## config.mk

```make
export PLATFORM = sky130hd
export DESIGN_NAME = multdiv_sequencer
export DESIGN_NICKNAME = d
export VERILOG_FILES = /design/src/rtl/multdiv_sequencer.sv
export SDC_FILE = /design/constraint.sdc
export NUM_CORES = 1
export LEC_CHECK = 0
export BUFFER_PORTS_ARGS = -buffer_cell sky130_fd_sc_hd__buf_4
export CELL_PAD_IN_SITES_DETAIL_PLACEMENT = 1
export CELL_PAD_IN_SITES_GLOBAL_PLACEMENT = 1
export CORE_ASPECT_RATIO = 1.4
export CORE_MARGIN = 2
export CORE_UTILIZATION = 30
export CTS_CLUSTER_DIAMETER = 80
export CTS_CLUSTER_SIZE = 28
export DETAILED_ROUTE_END_ITERATION = 10
export PLACE_DENSITY_LB_ADDON = 0.08
export SLEW_MARGIN = 20
export SYNTH_ARGS = -nofsm -noshare
export SYNTH_HDL_FRONTEND = slang
export SYNTH_SLANG_ARGS = --single-unit
```

## constraint.sdc

```tcl
create_clock -name clock -period 7.1 [get_ports clock]
set_input_delay 0.71 -clock clock [delete_from_list [all_inputs] [get_ports clock]]
set_output_delay 0.71 -clock clock [all_outputs]
set_load 0.005 [all_outputs]
```

## src/rtl/multdiv_sequencer.sv

```systemverilog
// multdiv_sequencer: iterative signed WIDTH-bit multiply / divide engine.
// One start pulse latches operands; WIDTH iterations later a one-cycle
// data_resultRDY pulse presents the product low word or the quotient.
// Optional feature macro: MULTDIV_DIV_EN compiles in the restoring divider.
// Without it a divide start completes on the next edge with result 0 and
// data_exception set.
module multdiv_sequencer #(
    parameter int WIDTH = 32
) (
    input  logic             clock,
    input  logic             reset,
    input  logic             ctrl_MULT,
    input  logic             ctrl_DIV,
    input  logic [WIDTH-1:0] data_operandA,
    input  logic [WIDTH-1:0] data_operandB,
    output logic [WIDTH-1:0] data_result,
    output logic             data_exception,
    output logic             data_resultRDY,
    output logic             busy
);

    typedef enum logic [1:0] {S_IDLE, S_MUL, S_DIV, S_DONE} state_t;

    state_t r_state, w_state_nxt;

    // one-hot progress: bit 0 after a start, bit WIDTH marks the RDY cycle
    logic [WIDTH:0]     r_iter;
    logic               w_last;
    logic               w_start;

    // multiplier datapath
    logic [2*WIDTH-1:0] r_prod;
    logic [2*WIDTH-1:0] r_mcand;
    logic [WIDTH-1:0]   r_mplier;
    logic [2*WIDTH-1:0] w_addend;
    logic [2*WIDTH-1:0] w_prod_nxt;
    logic [WIDTH:0]     w_prod_hi;
    logic               w_mul_ovf;

    assign w_start = ctrl_MULT | ctrl_DIV;
    assign w_last  = r_iter[WIDTH-1];

    assign busy           = (r_state == S_MUL) || (r_state == S_DIV);
    assign data_resultRDY = r_iter[WIDTH];

    // shift-add: the final step carries the multiplier sign bit, whose
    // two's-complement weight is negative, so it subtracts instead of adds
    always_comb begin
        w_addend   = r_mplier[0] ? r_mcand : '0;
        w_prod_nxt = w_last ? (r_prod - w_addend) : (r_prod + w_addend);
        w_prod_hi  = w_prod_nxt[2*WIDTH-1:WIDTH-1];
        w_mul_ovf  = ~((&w_prod_hi) | ~(|w_prod_hi));
    end

`ifdef MULTDIV_DIV_EN
    localparam logic [WIDTH-1:0] MIN_NEG = {1'b1, {(WIDTH-1){1'b0}}};

    // divider datapath: restoring division on operand magnitudes
    logic [WIDTH:0]   r_rem;
    logic [WIDTH-1:0] r_quo;
    logic [WIDTH-1:0] r_dvsr;
    logic             r_neg;
    logic             r_dzero;
    logic             r_dovf;
    logic [WIDTH-1:0] w_abs_a;
    logic [WIDTH-1:0] w_abs_b;
    logic [WIDTH:0]   w_rem_sh;
    logic [WIDTH:0]   w_rem_sub;
    logic             w_ge;
    logic [WIDTH:0]   w_rem_nxt;
    logic [WIDTH-1:0] w_quo_nxt;
    logic [WIDTH-1:0] w_div_res;
    logic             w_div_exc;

    // magnitudes at start, one quotient bit per iteration, sign fix-up at the end
    always_comb begin
        w_abs_a   = data_operandA[WIDTH-1] ? (~data_operandA + 1'b1) : data_operandA;
        w_abs_b   = data_operandB[WIDTH-1] ? (~data_operandB + 1'b1) : data_operandB;
        w_rem_sh  = {r_rem[WIDTH-1:0], r_quo[WIDTH-1]};
        w_rem_sub = w_rem_sh - {1'b0, r_dvsr};
        w_ge      = r_rem[WIDTH] | (w_rem_sh >= {1'b0, r_dvsr});
        w_rem_nxt = w_ge ? w_rem_sub : w_rem_sh;
        w_quo_nxt = {r_quo[WIDTH-2:0], w_ge};
        w_div_exc = r_dzero | r_dovf;
        if (r_dzero)
            w_div_res = '0;
        else if (r_dovf)
            w_div_res = MIN_NEG;
        else
            w_div_res = r_neg ? (~w_quo_nxt + 1'b1) : w_quo_nxt;
    end

    // divider operand latch and iteration
    always_ff @(posedge clock) begin
        if (reset) begin
            r_rem   <= '0;
            r_quo   <= '0;
            r_dvsr  <= '0;
            r_neg   <= 1'b0;
            r_dzero <= 1'b0;
            r_dovf  <= 1'b0;
        end else if (ctrl_DIV && !ctrl_MULT) begin
            r_rem   <= '0;
            r_quo   <= w_abs_a;
            r_dvsr  <= w_abs_b;
            r_neg   <= data_operandA[WIDTH-1] ^ data_operandB[WIDTH-1];
            r_dzero <= (data_operandB == '0);
            r_dovf  <= (data_operandA == MIN_NEG) && (&data_operandB);
        end else if (r_state == S_DIV) begin
            r_rem   <= w_rem_nxt;
            r_quo   <= w_quo_nxt;
        end
    end
`endif

    // next state: a start pulse wins from any state, MULT over DIV
    always_comb begin
        w_state_nxt = r_state;
        case (r_state)
            S_IDLE:  w_state_nxt = S_IDLE;
            S_MUL:   if (w_last) w_state_nxt = S_DONE;
`ifdef MULTDIV_DIV_EN
            S_DIV:   if (w_last) w_state_nxt = S_DONE;
`endif
            S_DONE:  w_state_nxt = S_IDLE;
            default: w_state_nxt = S_IDLE;
        endcase
        if (ctrl_MULT)
            w_state_nxt = S_MUL;
        else if (ctrl_DIV)
`ifdef MULTDIV_DIV_EN
            w_state_nxt = S_DIV;
`else
            w_state_nxt = S_DONE;
`endif
    end

    // state register
    always_ff @(posedge clock) begin
        if (reset)
            r_state <= S_IDLE;
        else
            r_state <= w_state_nxt;
    end

    // tracker, multiplier iteration and result registers
    always_ff @(posedge clock) begin
        if (reset) begin
            r_iter         <= '0;
            r_prod         <= '0;
            r_mcand        <= '0;
            r_mplier       <= '0;
            data_result    <= '0;
            data_exception <= 1'b0;
        end else if (w_start) begin
            r_iter <= {{WIDTH{1'b0}}, 1'b1};
            if (ctrl_MULT) begin
                r_prod   <= '0;
                r_mcand  <= {{WIDTH{data_operandA[WIDTH-1]}}, data_operandA};
                r_mplier <= data_operandB;
            end
`ifndef MULTDIV_DIV_EN
            else begin
                // no divider: complete immediately with an exception
                r_iter         <= {1'b1, {WIDTH{1'b0}}};
                data_result    <= '0;
                data_exception <= 1'b1;
            end
`endif
        end else begin
            case (r_state)
                S_MUL: begin
                    r_iter   <= r_iter << 1;
                    r_prod   <= w_prod_nxt;
                    r_mcand  <= r_mcand << 1;
                    r_mplier <= r_mplier >> 1;
                    if (w_last) begin
                        data_result    <= w_prod_nxt[WIDTH-1:0];
                        data_exception <= w_mul_ovf;
                    end
                end
`ifdef MULTDIV_DIV_EN
                S_DIV: begin
                    r_iter <= r_iter << 1;
                    if (w_last) begin
                        data_result    <= w_div_res;
                        data_exception <= w_div_exc;
                    end
                end
`endif
                default: r_iter <= '0;
            endcase
        end
    end

endmodule

```

# After elaboration in Yosys (flattened, before gate mapping)
# Cells that the tools add are included.
word_totals:
  out_inout_bits: 35
  input_bits: 68
  ff_bits: 228
  elab_cells: 54
op_classes:
  reduce_logical: 8
  bitwise: 4
  eq_ne: 6
  n_mux: 26
  addsub: 2
ops:
  columns: ["operator", "count"]
  rows:
  - ["two-way mux 64 bit", 8]
  - ["two-way mux 32 bit", 7]
  - ["two-way mux 33 bit", 3]
  - ["adder 64 bit", 1]
  - ["subtractor 64 bit", 1]
  - ["AND reduction 33 bit", 1]
  - ["OR reduction 33 bit", 1]
  - ["two-way mux 2 bit", 3]
  - ["two-way mux 1 bit", 5]
  - ["inequality test 2 bit (second input constant)", 2]
  - ["inequality test 4 bit (second input constant)", 1]
  - ["nonzero test 2 bit", 2]
  - ["inequality test 3 bit (second input constant)", 1]
  - ["AND reduction 3 bit", 1]
  - ["== test 2 x 1 -> 1 bit (second input constant)", 1]
  - ["== test 2 bit (second input constant)", 1]
  - ["NOT 1 bit", 2]
  - ["OR 1 bit", 2]
  - ["AND reduction 2 bit", 1]
  - ["OR reduction 2 bit", 1]
  - ["logical OR 1 bit", 1]

# Longest topological paths before layout
# Gate-level depths: netlist of run 1.
logic_depth:
  word_depth: 10
  ltp_mapped: 31
  mapped_depth_nobuf: 25

# Least setup slack after synthesis of run 1
# Ideal clock, no wire load.
synth_path:
  kind: "register to register"
  startpoint: "reg r_mplier[0]"
  endpoint: "reg data_exception"
  setup_slack_ps: 785
  setup_time_ps: 132
  arrival_time_ps: 6184
  stages_incl_launch_ff: 28
  t_required_ps: 6968
  synth_period_minus_slack_ps: 6315
  n_path_buf: 6
  cell_sequence: "dfxtp_1 > clkbuf_1 > clkbuf_1 > clkbuf_1 > clkbuf_1 > buf_1 > nand2_1 > ha_1 > o21ai_1 > nor4_2 > a21boi_0 > and2_1 > nor2_1 > xor2_1 > ha_1 > clkbuf_1 > and4_1 > nor4b_2 > nand2_1 > a21oi_1 > a211oi_2 > o31ai_1 > xor2_1 > nand4_1 > or4_1 > or4_1 > o2bb2ai_1 > nor3_1"
synth_between:
  elab_chain_len: 10
  elab_cells_between_ends: 12
  classes_between: "2 x add/sub; 5 x mux; 3 x bitwise; 2 x reduce/logical"
synth_rtl:
  columns: ["element", "line", "text"]
  rows:
  - ["start: declaration", "34", "logic [WIDTH-1:0] r_mplier;"]
  - ["start signal: assignment", "160", "r_mplier <= data_operandB;"]
  - ["start signal: assignment", "176", "r_mplier <= r_mplier >> 1;"]
  - ["two-way mux 64 bit (*)", "49", "w_addend = r_mplier[0] ? r_mcand : '0;"]
  - ["adder 64 bit or subtractor 64 bit (tied branches)", "50", "w_prod_nxt = w_last ? (r_prod - w_addend) : (r_prod + w_addend);"]
  - ["two-way mux 64 bit (*)", "50", null]
  - ["OR reduction 33 bit", "52", "w_mul_ovf = ~((&w_prod_hi) | ~(|w_prod_hi));"]
  - ["NOT 1 bit", "52", null]
  - ["OR 1 bit (*)", "52", null]
  - ["NOT 1 bit (*)", "52", null]
  - ["two-way mux 1 bit (*)", "177", "if (w_last) begin"]
  - ["two-way mux 1 bit (*)", "171", "case (r_state)"]
  - ["two-way mux 1 bit (*)", "155", "end else if (w_start) begin"]
  - ["end signal: assignment", "179", "data_exception <= w_mul_ovf;"]
  - ["end: declaration", "17", "output logic data_exception,"]
# Every way passes the cells marked *; elsewhere a longest branch is shown, timed or not. The select of a mux whose other input is x is not followed.
# A chain may end at the register's enable or synchronous reset.

# Worst setup path in the final report of run 1
layout_path:
  startpoint: "reg r_mcand[9]"
  endpoint: "reg data_exception"
layout_between:
  elab_chain_len: 10
  elab_cells_between_ends: 12
  classes_between: "2 x add/sub; 5 x mux; 3 x bitwise; 2 x reduce/logical"
layout_rtl:
  columns: ["element", "line", "text"]
  rows:
  - ["start: declaration", "33", "logic [2*WIDTH-1:0] r_mcand;"]
  - ["start signal: assignment", "159", "r_mcand <= {{WIDTH{data_operandA[WIDTH-1]}}, data_operandA};"]
  - ["start signal: assignment", "175", "r_mcand <= r_mcand << 1;"]
  - ["two-way mux 64 bit (*)", "49", null]
  - ["adder 64 bit or subtractor 64 bit (tied branches)", "50", null]
  - ["two-way mux 64 bit (*)", "50", null]
  - ["OR reduction 33 bit", "52", null]
  - ["NOT 1 bit", "52", null]
  - ["OR 1 bit (*)", "52", null]
  - ["NOT 1 bit (*)", "52", null]
  - ["two-way mux 1 bit (*)", "177", null]
  - ["two-way mux 1 bit (*)", "171", null]
  - ["two-way mux 1 bit (*)", "155", null]
# Marked as above.

==> flow_metrics.py, run 1 <==
metrics = {
    "logic_synthesis": {
        "synth.largest_area_cell": "dfxtp_1",
        "synth.most_common_cell": "nand2_1",
        "netlist.area_leader.share_pct": 31.7,
        "synth_cell_types": 74,
        "synth-seq-area-share_pct": 31.7,
        "post_synth.cell_area_avg_sq_um": 7.36,
        "syn_nets": 2091,
        "ys_warn_count": 0,
        "netlist_area_sq_um": 14400,
        "synthCells": 1957,
        "synth-async-reset-ratio_pct": 0,
        "yosys-top-cells-count": "nand2_1 (320), nor2_1 (256), dfxtp_1 (228), a21oi_1 (168), clkbuf_1 (134)",
        "ys_ff_latch": 228,
        "ys.flop_type": "dfxtp_1",
        "synthTopCellsByArea": "dfxtp_1 (32%), nand2_1 (8.3%), nor2_1 (6.7%), a21oi_1 (5.8%), ha_1 (5.6%)",
        "synth_edf_count": 0,
    },
    "timing": {
        "fmax_ghz": 0.148,
        "fin_ws_ns": 0.356,
        "rsz0062_at_grt": "no",
        "hold_viol": 0,
        "fin_tns_setup_ns": 0,
        "fin_skew_ns": 0.0198,
        "max-slew-margin-rel_pct": 31.1,
        "tightest_slew_ns": 1.03,
        "period_share_pct": 95.0,
        "finalMaxSlewViolations": 0,
        "period_minus_slack_ns": 6.74,
        "finalSetupViolCount": 0,
    },
    "clocking": {
        "root_buffer": "clkbuf_16",
        "cts_tree": "built",
        "clock_sinks": 228,
        "path_clk_slew_ns": 0.09,
        "cts_made_buffers": 18,
        "htreeDepth": 1,
        "cts.path.max_buffers": 3,
        "clk_latency_ns": 0.57,
    },
    "cells_and_area": {
        "layout-drive-gt1-share_pct": 9.86,
        "final_nets": 2090,
        "synthToLayoutAreaGrowth_pct": 13.5,
        "design_area_sq_um": 16400,
        "post-route-util_pct": 34.3,
    },
    "setup_path": {
        "critPathRequiredTime_ns": 7.52,
        "critPathLaunchType": "flip-flop",
        "r2r_start": "r_mcand[9]",
        "path_common_cell": "nand2_1",
        "arrival_ns": 7.17,
        "startpoint": "r_mcand[9]",
        "max_stage_delay_ns": 0.57,
        "reg2regPathDepth": 22,
        "endpoint": "data_exception",
        "slowest_stage": "or4_4",
        "timing.rr.end": "data_exception",
        "worstSetupEndpointType": "flip-flop",
        "worstPathMaxFanout": 12,
        "cp_cell_sequence": "or4_4, or3_4, o41a_1, and2b_1, nand2_1, nor2_1, a21oi_1, xor2_1, nand2_1, ha_1, a21oi_2, o211ai_1, a221oi_1, nand2_1, o41ai_2, o21ai_1, xor2_1, nand4_1, or4_1, or4_1, o2bb2ai_1, nor3_1",
        "reg2reg_slack_ns": 0.36,
        "worstSetupPathType": "reg2reg",
    },
    "routing": {
        "firstDrtPassIters": 5,
        "drc_errors": 0,
        "via_per_inst": 5.52,
        "drt_wl_total_mm": 55.7,
        "vias": 14348,
        "initialDrtViolationCount": 671,
        "routedWlPerCell_um": 21.4,
        "drtAntennaViolNets": 0,
    },
    "die": {
        "die-area_sq_um": 49800,
        "ios": 103,
        "coreArea_sq_um": 47700,
        "floorplan.initialDensity_pct": 30.2,
        "chipWidth_um": 189,
        "std_cell_rows": 95,
        "die_height_um": 263,
    },
    "run_status": {
        "status": "finished, final reports clean",
    },
    "min_path": {
        "hp-class": "in2reg",
    },
    "global_routing": {
        "grt-ovfl-total": 0,
        "antenna_found_initial": 1,
        "grt_util_all_layers_pct": 22.1,
        "grt_pass1_wl_mm": 85.9,
        "grt_pass1_vias": 14767,
        "grt_max_degree": 103,
    },
    "power_and_ir_drop": {
        "vdd.ir_drop.worst_mv": 0.186,
        "p_leak_nw": 6.40,
        "totalPowerFinal_mw": 4.02,
        "p_per_area_nw_per_um2": 246,
    },
    "job": {
        "cap_violations": 0,
    },
    "placement": {
        "place_area_sq_um": 15600,
        "gp_congestion": 0.889,
        "numPortBuffers": 102,
        "hpwlAfterDp_mm": 42.4,
        "place_ws_ns": 0.117,
    },
}
registers in the layout, summed over array words and instances (netlist names):
| name | count |
|---|---|
| data_exception | 1 |
| data_result | 32 |
| r_iter | 33 |
| r_mcand | 64 |
| r_mplier | 32 |
| r_prod | 64 |
| r_state | 2 |
worst max-delay path: cells and delay by family (launching register included):
family | cells | cell delay (ns)
and+or+nand+nor | 11 | 3.01
AOI/OAI and AO/OA | 8 | 2.25
DFF | 1 | 0.39
adders and majority gates | 1 | 0.47
xor gates and xnor gates | 2 | 0.47
timing repair:
item	CTS	global route
setup buffers	0	0
resized for setup	0	5
hold buffers	0	0
endpoints found under the setup margin	0	1
where the power goes:
part,total (mW),switching [mW],internal [mW],leakage [nW]
Sequential,1.42,0.0756,1.35,1.87
Clock,1.19,0.629,0.562,0.322
Combinational,1.41,0.918,0.490,4.21
layer usage:
layer	share of wire, %	GRT usage, %	vias to the layer above
met4	5.7	11.6	2
met3	3.3	2.76	94
met1	38	23.3	6964
li1	-	-	7043
met2	53	42.0	245
met5	0.018	0	-
through the flow:
step | hold WS (ns) | std cells
after floorplan | 0.406 | 1957
after global placement | 0.407 | 2566
after detailed placement | 0.415 | 2566
after CTS | 0.322 | 2598
after global routing | 0.332 | 2598
final | 0.356 | 2599
layout by cell type, fill, tap and decap left out, drive strengths merged, types with 8 or more instances in the layout:
cell type	instances
a21oi	168
a211oi	15
nand2	320
a221oi	35
ha	65
inv	28
o41ai	8
o21a	9
nand4	31
o21ai	78
a311oi	63
nor3	40
o211ai	22
and3	10
a21o	29
nand3	71
buf	128
clkbuf	19
nor2b	11
xnor2	36
nor4	20
xor2	55
a31oi	14
dfxtp	228
or3	12
o31ai	14
a22o	25
clkinv	8
or2	8
nand2b	8
nor2	256
and2	43
cell families after synthesis:
family / after synthesis / synth area share, %
AOI/OAI and AO/OA: 539 / 25.3
xor gates and xnor gates: 91 / 5.59
adders and majority gates: 66 / 5.79
buffers and inverters: 174 / 4.60
DFF: 228 / 31.7
muxes: 4 / 0.287
and+or+nand+nor: 855 / 26.7
layout make-up:
| class | count | area (sq um) |
|---|---|---|
| multi-input cells | 1555 | 9250 |
| fillers | 5865 | 31300 |
| repair buffers | 128 | 968 |
| clock inverters | 13 | 218 |
| diodes | 1 | 2.50 |
| well taps | 630 | 788 |
| clock buffers | 19 | 464 |
| flip-flops and latches | 228 | 4570 |
| inverters | 25 | 93.8 |
worst min path at each step:
stage | start | endpoint | slack (ns) | cells after the start
final | data_operandA[0] | r_mcand[0] | 0.36 | 2
after global routing | data_operandA[0] | r_mcand[0] | 0.33 | 2
after CTS | data_operandA[0] | r_mcand[0] | 0.32 | 2
after detailed placement | r_iter[15] | r_iter[16] | 0.41 | 1
after global placement | r_iter[9] | r_iter[10] | 0.41 | 1
after floorplan | r_iter[9] | r_iter[10] | 0.41 | 1
(Power assumes the default switching activity.)
==> run 2, diff against run 1 <==
--- a/config.mk
+++ b/config.mk
@@ -5,6 +5,7 @@
 export SDC_FILE = /design/constraint.sdc
 export NUM_CORES = 1
 export LEC_CHECK = 0
+export ABC_AREA = 1
 export BUFFER_PORTS_ARGS = -buffer_cell sky130_fd_sc_hd__buf_4
 export CELL_PAD_IN_SITES_DETAIL_PLACEMENT = 1
 export CELL_PAD_IN_SITES_GLOBAL_PLACEMENT = 1
==> run 2 against run 1 <==
  * Sequential share of layout area shrank 3.3 points
  * Flip-flop and latch count is the same
  * Register-to-register slack gained 0.91 ns
  * Clock power is essentially flat
  * Combinational power grew 4%
  * Synthesized cell count grew 44%
  * Non-clock buffer count shrank 15
  * Final area grew 13%
  * Cell count grew 38%
  * Power grew 0.43%
  * Critical path type unchanged
  * Largest power group is now combinational logic
  * Highest routed layer is now met4
==> flow_metrics.py, run 2 <==
metrics = {
    "routing": {
        "wl_met3_mm": 1.61,
        "firstDrtPassIters": 4,
        "vias": 17430,
        "via_per_inst": 4.86,
        "drtAntennaViolNets": 0,
        "routed.top_layer": "met4",
        "routedWlPerCell_um": 18.3,
        "drc_errors": 0,
        "initialDrtViolationCount": 707,
        "wirelength_met1_mm": 29.5,
        "met2_length_mm": 32.6,
        "drt_wl_total_mm": 65.5,
    },
    "logic_synthesis": {
        "synth_cell_types": 46,
        "netlist.area_leader.share_pct": 27.6,
        "ys.flop_type": "dfxtp_1",
        "synth.largest_area_cell": "dfxtp_1",
        "synthCells": 2818,
        "netlist_area_sq_um": 16500,
        "synthTopCellsByArea": "dfxtp_1 (28%), nand2_1 (22%), inv_1 (11%), nor2_1 (5.3%), o21ai_0 (5.1%)",
        "syn_nets": 2952,
        "synth-seq-area-share_pct": 27.6,
        "ys_ff_latch": 228,
        "synth_edf_count": 0,
        "synth.most_common_cell": "nand2_1",
        "yosys-top-cells-count": "nand2_1 (967), inv_1 (474), nor2_1 (235), dfxtp_1 (228), o21ai_0 (169)",
        "post_synth.cell_area_avg_sq_um": 5.87,
        "synth-async-reset-ratio_pct": 0,
        "ys_warn_count": 0,
    },
    "clocking": {
        "htreeDepth": 1,
        "clk_latency_ns": 0.54,
        "cts_tree": "built",
        "postCtsHoldBufs": 0,
        "root_buffer": "clkbuf_16",
        "post_cts_buffers": 0,
        "path_clk_slew_ns": 0.10,
        "clock_sinks": 228,
        "ctsResizeCount": 0,
        "cts_made_buffers": 18,
        "cts.path.max_buffers": 3,
    },
    "timing": {
        "finalMaxSlewViolations": 0,
        "period_minus_slack_ns": 5.84,
        "fin_ws_ns": 1.26,
        "whs_ns": 0.385,
        "fin_tns_setup_ns": 0,
        "fmax_ghz": 0.171,
        "fin_skew_ns": 0.0370,
        "finalSetupViolCount": 0,
        "max-slew-margin-rel_pct": 26.0,
        "hold_viol": 0,
        "rsz0062_at_grt": "no",
        "tightest_slew_ns": 1.11,
        "period_share_pct": 82.2,
    },
    "setup_path": {
        "reg2regPathDepth": 32,
        "arrival_ns": 6.27,
        "slowest_stage": "dfxtp_2",
        "max_stage_delay_ns": 0.57,
        "worstPathMaxFanout": 40,
        "timing.rr.end": "data_exception",
        "reg2reg_slack_ns": 1.26,
        "worstSetupEndpointType": "flip-flop",
        "worstSetupPathType": "reg2reg",
        "r2r_start": "r_mplier[0]",
        "path_buf_inv": 3,
        "critPathRequiredTime_ns": 7.54,
        "path_common_cell": "nand2_1",
        "cp_top_family": "simple AND/OR/NAND/NOR gates",
        "critPathLaunchType": "flip-flop",
    },
    "die": {
        "die_height_um": 282,
        "coreArea_sq_um": 54300,
        "chipWidth_um": 202,
        "die-area_sq_um": 57100,
        "ios": 103,
        "std_cell_rows": 101,
        "floorplan.initialDensity_pct": 30.4,
    },
    "cells_and_area": {
        "diodes": 0,
        "final_nets": 2989,
        "synthToLayoutAreaGrowth_pct": 12.2,
        "top_regs": "r_mcand x64, r_prod x64, r_iter x33",
        "layout-drive-gt1-share_pct": 7.43,
        "layout_common_cells": "nand2_1 (967), inv_1 (473), nor2_1 (230), dfxtp_1 (227), o21ai_0 (169)",
        "layout_commonest_cell": "nand2_1",
    },
    "min_path": {
        "min_from": "data_operandA[0]",
        "hold_end": "r_mcand[0]",
        "hold_path_depth": 2,
        "hp-class": "in2reg",
    },
    "global_routing": {
        "grt-ovfl-total": 0,
        "grt_pass1_wl_mm": 102,
        "grt_max_degree": 106,
        "grt_pass1_vias": 17996,
        "grt_util_all_layers_pct": 22.8,
        "antenna_found_initial": 0,
    },
    "placement": {
        "place_ws_ns": 1.28,
        "hpwlAfterDp_mm": 53.3,
        "numPortBuffers": 102,
        "gp_congestion": 0.927,
    },
    "run_status": {
        "status": "finished, final reports clean",
    },
    "job": {
        "cap_violations": 0,
    },
    "power_and_ir_drop": {
        "p_leak_nw": 9.62,
        "p_per_area_nw_per_um2": 218,
        "vdd.ir_drop.worst_mv": 0.174,
    },
}
[run 2: changes by cell type after synthesis, moves of 25 or more]
cell,previous run,this run
o21ai_0,74,169
a31oi_1,14,73
a22o_1,25,0
a21o_1,29,1
inv_1,23,474
a311oi_1,63,0
a221oi_1,35,0
nand3_1,71,119
and2_1,43,2
xnor2_1,35,8
nand2_1,320,967
clkbuf_1,134,84
[run 2: layer usage]
| layer | up-vias | track usage (%) |
|---|---|---|
| met5 | - | 0 |
| met4 | 0 | 5.97 |
| met3 | 69 | 1.86 |
| met2 | 216 | 42.4 |
| met1 | 8269 | 28.0 |
| li1 | 8876 | - |
[run 2: metrics by stage]
step | cells | util (%) | cell area, sq um | power (mW)
after floorplan | 2818 | - | 16500 | 2.38
after global placement | 3556 | 32.9 | 17900 | 2.88
after detailed placement | 3556 | 32.9 | 17900 | 2.90
after CTS | 3587 | 34.2 | 18600 | 4.09
after global routing | 3587 | 34.2 | 18600 | 4.32
final | 3587 | 34.2 | 18600 | 4.04
[run 2: final cells by class]
class	count	area, sq um
fill	7232	35800
multi-input combinational	2007	9750
sequential	228	4570
inverter	487	1830
tap	721	902
timing repair buffer	113	848
clock buffer	20	479
clock inverter	11	176
[run 2: cells by family after synthesis]
logic type / share of synthesized area, %
AND/OR/NAND/NOR: 35.3
flip-flops: 27.6
buffers and inverters: 13.6
XOR/XNOR: 3.28
adder cells (fa/ha/maj): 5.04
AO/OA/AOI/OAI: 15.2
[run 2: power by group]
part | leakage, nW | switching, mW | internal (mW)
logic | 7.44 | 1.03 | 0.443
clock network | 0.317 | 0.599 | 0.566
registers | 1.87 | 0.0538 | 1.35
total | 9.62 | 1.68 | 2.36
[run 2: worst max-delay path by stage]
stage                           to  slack, ns  cells past startpoint         from
CTS                 data_exception       1.23                     32  r_mplier[0]
global route        data_exception       0.80                     32  r_mplier[0]
finish              data_exception       1.26                     32  r_mplier[0]
detailed placement  data_exception       1.28                     32  r_mplier[0]
global placement    data_exception       1.42                     32  r_mplier[0]
floorplan           data_exception       3.22                     31  r_mplier[0]
[run 2: worst reg2reg max path: cells and delay by family (launching register included)]
family	cells	cell delay, ns
buf+inv	3	0.17
flops	1	0.57
fa+ha+maj	2	0.64
simple gates	25	3.97
compound gates	1	0.21
xor+xnor	1	0.18
